### src/rtl/pipelined_adder.sv
// pipelined_adder: N-bit add/subtract with the carry chain cut into S
// registered segments, valid/ready handshake and global stall.
//
// Optional feature: define PIPE_ADDER_OVF_EN to add the oOvf port
// (signed overflow, registered and aligned with oS).
//
// Parameters:
//   N  operand/result width
//   S  pipeline stages (carry segments), N % S == 0, W = N/S
// Ports:
//   iClk, iRst_n       clock, async active-low reset
//   iA, iB, iC, iSub   operands, carry/borrow-in, subtract select
//   iValid / oReady    input handshake
//   oS, oC             result, carry-out (subtract: 1 = no borrow)
//   oValid / iReady    output handshake
//   oOvf               signed overflow (PIPE_ADDER_OVF_EN only)
module pipelined_adder #(
    parameter int N = 32,
    parameter int S = 4
) (
    input  logic         iClk,
    input  logic         iRst_n,
    input  logic [N-1:0] iA,
    input  logic [N-1:0] iB,
    input  logic         iC,
    input  logic         iSub,
    input  logic         iValid,
    output logic         oReady,
    output logic [N-1:0] oS,
    output logic         oC,
    output logic         oValid,
    input  logic         iReady
`ifdef PIPE_ADDER_OVF_EN
    ,
    output logic         oOvf
`endif
);

    localparam int W = N / S;

    logic         en;
    logic [N-1:0] b_cond;
    logic         c_cond;

    // Subtract is a + ~b + ~c, so both B and the carry-in are inverted.
    always_comb begin
        b_cond = iSub ? ~iB : iB;
        c_cond = iSub ? ~iC : iC;
    end

    // Stage k keeps the result bits produced so far (deskew) and the
    // operand segments not yet consumed (skew). Each stage strips its
    // own segment off the bottom before passing the rest along.
    for (genvar k = 0; k < S; k++) begin : g_stg
        localparam int RW = N - k * W;
        localparam int SW = (k + 1) * W;

        logic [RW-1:0] a_in;
        logic [RW-1:0] b_in;
        logic          c_in;
        logic          v_in;
        logic [W:0]    seg;
        logic [SW-1:0] s_d;
        logic [SW-1:0] s_q;
        logic          c_d;
        logic          c_q;
        logic          v_d;
        logic          v_q;

        if (k == 0) begin : g_head
            always_comb begin
                a_in = iA;
                b_in = b_cond;
                c_in = c_cond;
                v_in = iValid;
                s_d  = seg[W-1:0];
            end
        end else begin : g_tail
            always_comb begin
                a_in = g_stg[k-1].g_op.a_q;
                b_in = g_stg[k-1].g_op.b_q;
                c_in = g_stg[k-1].c_q;
                v_in = g_stg[k-1].v_q;
                s_d  = {seg[W-1:0], g_stg[k-1].s_q};
            end
        end

        always_comb begin
            seg = {1'b0, a_in[W-1:0]}
                + {1'b0, b_in[W-1:0]}
                + {{W{1'b0}}, c_in};
            c_d = seg[W];
            v_d = v_in;
        end

        always_ff @(posedge iClk or negedge iRst_n) begin
            if (!iRst_n) begin
                s_q <= '0;
                c_q <= 1'b0;
                v_q <= 1'b0;
            end else if (en) begin
                s_q <= s_d;
                c_q <= c_d;
                v_q <= v_d;
            end
        end

        if (k < S - 1) begin : g_op
            logic [RW-W-1:0] a_d;
            logic [RW-W-1:0] a_q;
            logic [RW-W-1:0] b_d;
            logic [RW-W-1:0] b_q;

            always_comb begin
                a_d = a_in[RW-1:W];
                b_d = b_in[RW-1:W];
            end

            always_ff @(posedge iClk or negedge iRst_n) begin
                if (!iRst_n) begin
                    a_q <= '0;
                    b_q <= '0;
                end else if (en) begin
                    a_q <= a_d;
                    b_q <= b_d;
                end
            end
        end

`ifdef PIPE_ADDER_OVF_EN
        if (k == S - 1) begin : g_ovf
            logic ovf_d;
            logic ovf_q;

            // Carry into the MSB is a ^ b ^ sum at that bit.
            always_comb begin
                ovf_d = a_in[W-1] ^ b_in[W-1] ^ seg[W-1] ^ seg[W];
            end

            always_ff @(posedge iClk or negedge iRst_n) begin
                if (!iRst_n) begin
                    ovf_q <= 1'b0;
                end else if (en) begin
                    ovf_q <= ovf_d;
                end
            end
        end
`endif
    end

    assign oS     = g_stg[S-1].s_q;
    assign oC     = g_stg[S-1].c_q;
    assign oValid = g_stg[S-1].v_q;
`ifdef PIPE_ADDER_OVF_EN
    assign oOvf   = g_stg[S-1].g_ovf.ovf_q;
`endif

    // Global stall: the whole pipe moves only if the output slot frees.
    assign en     = ~oValid | iReady;
    assign oReady = en;

endmodule

### config.mk
export PLATFORM = sky130hd
export DESIGN_NAME = pipelined_adder
export DESIGN_NICKNAME = d
export VERILOG_FILES = /design/src/rtl/pipelined_adder.sv
export SDC_FILE = /design/constraint.sdc
export NUM_CORES = 1
export LEC_CHECK = 0
export ABC_AREA = 0
export CAP_MARGIN = 10
export CORE_MARGIN = 2
export CORE_UTILIZATION = 60
export CTS_BUF_LIST = sky130_fd_sc_hd__clkbuf_8
export DETAILED_ROUTE_END_ITERATION = 12
export GPL_TIMING_DRIVEN = 0
export PLACE_DENSITY = 0.83
export SETUP_SLACK_MARGIN = 0.3
export SLEW_MARGIN = 25
export SYNTH_ARGS = -nofsm -noshare
export SYNTH_HDL_FRONTEND = slang
export SYNTH_SLANG_ARGS = --single-unit
### constraint.sdc
create_clock -name iClk -period 4 [get_ports iClk]
set_input_delay 1 -clock iClk [delete_from_list [all_inputs] [get_ports iClk]]
set_output_delay 1 -clock iClk [all_outputs]
set_load 0.01 [all_outputs]
## Yosys cells after proc, flatten, opt, wreduce, memory -nomap -nowiden

Cells that the tools add are included.

- Add/subtract/negate cells: 8
- Bitwise logic cells: 4
- Muxes and demuxes: 2

Operators with widths:

| kind | number |
|---|---|
| $add 8x8->9 | 4 |
| $add 9x1->9 | 4 |
| $mux 32 | 1 |
| $not 32->32 | 1 |
| $not 1->1 | 2 |
| $mux 1 | 1 |
| $or 1x1->1 | 1 |

- Output and inout bits: 35
- Logic and storage cells: 32
- Flip-flop bits (word level): 184
- Bits of input ports: 70

## Longest topological paths before layout

- Depth after elaboration: 4
- Mapped depth: 10
- Gate-level depth less buffers: 8

## Worst setup path before layout

No wires, ideal clock.

- Path type: input to register
- Start: input port iSub
- End: register g_stg[0].s_q[6]
- Data required time: 3931 ps
- Setup time: 69 ps
- Stages: 10
- Data arrival time: 3115 ps
- Slack: 816 ps
- Cells stage by stage: buf_2 buf_2 xor2_1 fa_1 inv_1 fa_1 nor2b_4 o31a_1 or4_1 nand3_1

- Word-level cells in the longest chain between the ends: 3
- Elaborated cells between the ends (all ways): 4

RTL lines:

| element | RTL line | source |
|---|---|---|
| from (decl) | 26 | `input logic iSub,` |
| $mux 32 | 47 | `b_cond = iSub ? ~iB : iB;` |
| $add 8x8->9 | 90 | `+ {1'b0, b_in[W-1:0]}` |
| $add 9x1->9 (*) | 91 | `+ {{W{1'b0}}, c_in};` |
| to (signal assigned) | 98 | `s_q <= '0;` |
| to (signal assigned) | 102 | `s_q <= s_d;` |
| to (decl) | 64 | `logic [SW-1:0] s_q;` |

Mark *: on every way between the ends. The rest lies on a longest branch, timed or not.
A chain may end at the register's enable or synchronous reset.

## Worst setup path in the final report

- Start: input port iReady
- End: output port oReady

- Word-level cells in the longest chain between the ends: 1

RTL lines:

| element | RTL line | source |
|---|---|---|
| from (decl) | 32 | `input logic iReady` |
| $or 1x1->1 | 159 | `assign en = ~oValid \| iReady;` |
| to (decl) | 28 | `output logic oReady,` |

Every way passes these cells.

==> results.txt <==
----------------------------------------------------
[Cells and area]
  Layout Area Growth over Synthesis ... 19.3%
  Post-layout instance area ... 10200 sq um
  Final Core Density ... 0.735
  Final cell count without fillers ... 1241
  Top library cells by usage in the layout, fill and taps aside ... nand2_1, dfrtp_1, clkdlybuf4s50_1, o21ai_0, ha_1
  Layout Nets ... 1155
  Most common cell after layout, fill and taps aside ... nand2_1
  Antenna cell count ... 0
  Share of layout cells above drive strength 1 ... 0.0603

[Global routing]
  Overall global routing resource usage ... 0.270
  Remaining Overflow, GRT ... 0
  Number of antenna violations at the first check in global routing ... 0
  Global-route wire length before repair ... 31300 microns
  Vias in the first global route ... 6503
  Largest net degree at the start of global routing ... 95

[Timing]
  Ratio of final minimum period to clock period ... 0.866
  Total count of max-transition violations in the final report ... 0
  Transition time at the pin with the least slew margin ... 0.691 ns
  Crit path time final ... 3.47 ns
  Final setup skew ... 0.0129 ns
  Number of hold violations in the final report ... 0
  RSZ-0062 raised after global routing ... false
  Achievable clock frequency ... 0.289 GHz
  Worst slew margin relative to its limit ... 0.539
  Total of endpoints with negative setup slack in the final report ... 0

[Clock tree]
  Htree depth ... 4
  TritonCTS buffer count ... 17
  Cell chosen for the clock root ... clkbuf_8
  # clock sinks ... 184
  CTS tree ... built
  Insertion delay of the later-clocked pin in the worst-skew pair ... 0.47 ns
  Clock Pin Slew Worst Setup and Hold Paths ... 0.08 ns
  Largest buffer count on any clock path ... 2

[Drt]
  Number of DRC markers in iteration 0 ... 424
  Drt via density ... 5.44
  DRC violation count after routing ... 0
  Wire length per cell after detailed routing ... 15.1 microns
  Via count of the routed design ... 6754
  Detail Route Antenna Nets ... 0
  Detailed-routing iteration count for the pre-antenna-repair pass ... 5
  Aggregate routed wire length ... 18800 microns

[Synthesis]
  Count of state elements after synthesis ... 184
  Synthesized-area fraction occupied by adder cells ... 0.0597
  Synthesized netlist net count ... 1032
  Synthesized instance count ... 926
  Sequential share of the synthesized area ... 0.538
  Multiplexer share of the synthesized area ... 0.00819
  Summed instance area of the synthesized netlist ... 8550 sq um
  Simple-gate portion of the synthesized area ... 0.236
  Main combinational cell family by area after synthesis ... simple AND/OR/NAND/NOR gates
  Mean post-synth cell area ... 9.24 sq um
  Fraction of the mapped netlist area in compound gates ... 0.0916
  Syn. warnings ... 0
  Synthesized-area fraction occupied by xor and xnor cells ... 0.0379
  Number of distinct library cell variants in the gate-level netlist after synthesis ... 42

[Floorplanning]
  Overall die area ... 15200 sq um
  Vertical die dimension ... 123 microns
  Total I/O pin count ... 105
  Die outline width ... 123 microns
  Initial Utilization ... 0.616
  Area of the core region ... 13900 sq um
  Std cell rows ... 43

[Placement]
  Routability congestion estimate ... 0.937
  Area of placed instances ... 9840 sq um
  HPWL after detailed placement ... 13600 microns
  Number of buffers inserted by port buffering ... 103
  Placed cell count ... 1210

[Status]
  Run status ... completed

[Power]
  Power density over the cells ... 747 nW/um^2
  Worst-case vdd ir drop ... 0.000360 V
  Leakage dissipation ... 4.98 nW
  Overall Power ... 7.62 mW

[Worst setup path]
  Crit path kind ... primary input to output pin
  Required time at the worst-slack endpoint ... 3.00 ns
  WP data arrival ... 2.47 ns
  Worst Path Max Fanout ... 10
  Setup crit start kind ... primary input
  Crit path capture type ... output pin

[Job]
  Max_cap viols ... 0

[Worst hold path]
  Path class of the lowest-slack min-delay path ... flip-flop to flip-flop

----------------------------------------------------
==> cells in the mapped netlist, drive strengths merged <==
master  number  share of area
nor3        11         0.0064
or4          2         0.0018
or4b         3         0.0035
or3          1        0.00073
xor2        10          0.010
nor2b        2         0.0026
clkbuf      12         0.0053
dfrtp      184           0.54
a221o        1         0.0012
nor3b       18          0.016
nand3        5         0.0029
nor4         1        0.00073
a21oi        7         0.0041
a21o         8         0.0070
o21bai       7         0.0061
or2b         1        0.00088
a221oi       3         0.0031
inv          5         0.0022
o22a         3         0.0031
nor4b        3         0.0031
and3         2         0.0015
nand2b       7         0.0051
mux2i        7         0.0082
o31a         7         0.0072
nor2         6         0.0026
a211o        1         0.0010
a211oi      19          0.018
fa           8          0.019
o21a         6         0.0053
nand2      430           0.19
ha          28          0.041
o21ai       48          0.028
xnor2       27          0.028
o31ai        8         0.0070
buf         35          0.021
==> state kept, by name, summed over array words and instances (netlist names) <==
name and flops:
g_stg.g_op.a_q 48, g_stg.g_op.b_q 48, g_stg.s_q 48, oS 32, g_stg.c_q 3, g_stg.v_q 3, oC 1, oValid 1
==> area by class of cell <==
type | instances | area, sq um
Multi-Input combinational cell | 690 | 3710
Fill cell | 1074 | 3670
Sequential cell | 184 | 4600
Inverter | 5 | 18.8
Timing Repair Buffer | 104 | 1060
Clock buffer | 20 | 275
Buffer | 47 | 226
Clock inverter | 11 | 85.1
Tap cell | 180 | 225
==> power by group <==
group / switching (mW) / leakage [nW] / total, mW / internal, mW
logic: 1.81 / 2.57 / 3.29 / 1.49
clock network: 0.627 / 0.188 / 1.15 / 0.527
registers: 0.484 / 2.22 / 3.17 / 2.69
total: 2.92 / 4.98 / 7.62 / 4.70
==> cell families after synthesis <==
| group | Yosys count |
|---|---|
| muxes | 7 |
| adders and majority gates | 36 |
| buffers and inverters | 52 |
| and+or+nand+nor | 492 |
| DFF | 184 |
| AOI/OAI and AO/OA | 118 |
| xor gates and xnor gates | 37 |
==> through the flow <==
stage,TNS [ns],hold slack [ns],setup slack (ns)
after floorplan,0,0.430,0.816
after global placement,-994.66,0.448,-5.42
after detailed placement,0,0.455,0.148
after CTS,0,0.475,0.542
after global routing,0,0.494,0.500
final,0,0.469,0.534
==> timing repair <==
| action | in CTS | in global routing |
|---|---|---|
| endpoints found under the setup margin | 1 | 0 |
| resized for setup | 3 | 0 |
| hold buffers | 0 | 0 |
| buffers inserted | 0 | 0 |
==> per-layer routing <==
| metal | vias to the layer above | global-route usage | share of wire |
|---|---|---|---|
| met5 | - | 0 | 0 |
| met4 | 0 | 0.111 | 0.029 |
| met3 | 48 | 0.0484 | 0.059 |
| met2 | 220 | 0.449 | 0.49 |
| met1 | 3209 | 0.352 | 0.42 |
| li1 | 3277 | - | - |
==> path summary, 6_finish.rpt <==
kind                                                           to  slack, ns  cells past startpoint                             start
max in group asynchronous       g_stg[0].g_op.b_q[21]$_DFFE_PN0P_       2.58                      2                            iRst_n
worst min-delay path                           oS[10]$_DFFE_PN0P_       0.47                      2                oS[10]$_DFFE_PN0P_
worst max register to register                     oC$_DFFE_PN0P_       1.61                      6  g_stg[2].g_op.b_q[0]$_DFFE_PN0P_
worst min register to register                 oS[10]$_DFFE_PN0P_       0.47                      2                oS[10]$_DFFE_PN0P_
min in group asynchronous                      oS[17]$_DFFE_PN0P_       0.51                      1                            iRst_n
worst max-delay path                                       oReady       0.53                      7                            iReady
==> worst max-delay path, cell delays in order <==
cell	delay, ns
clkdlybuf4s50_1	0.42
nor2b_2	0.16
buf_6	0.16
inv_2	0.07
buf_4	0.18
buf_4	0.18
dlygate4sd2_1	0.30
(Power assumes the default switching activity.)
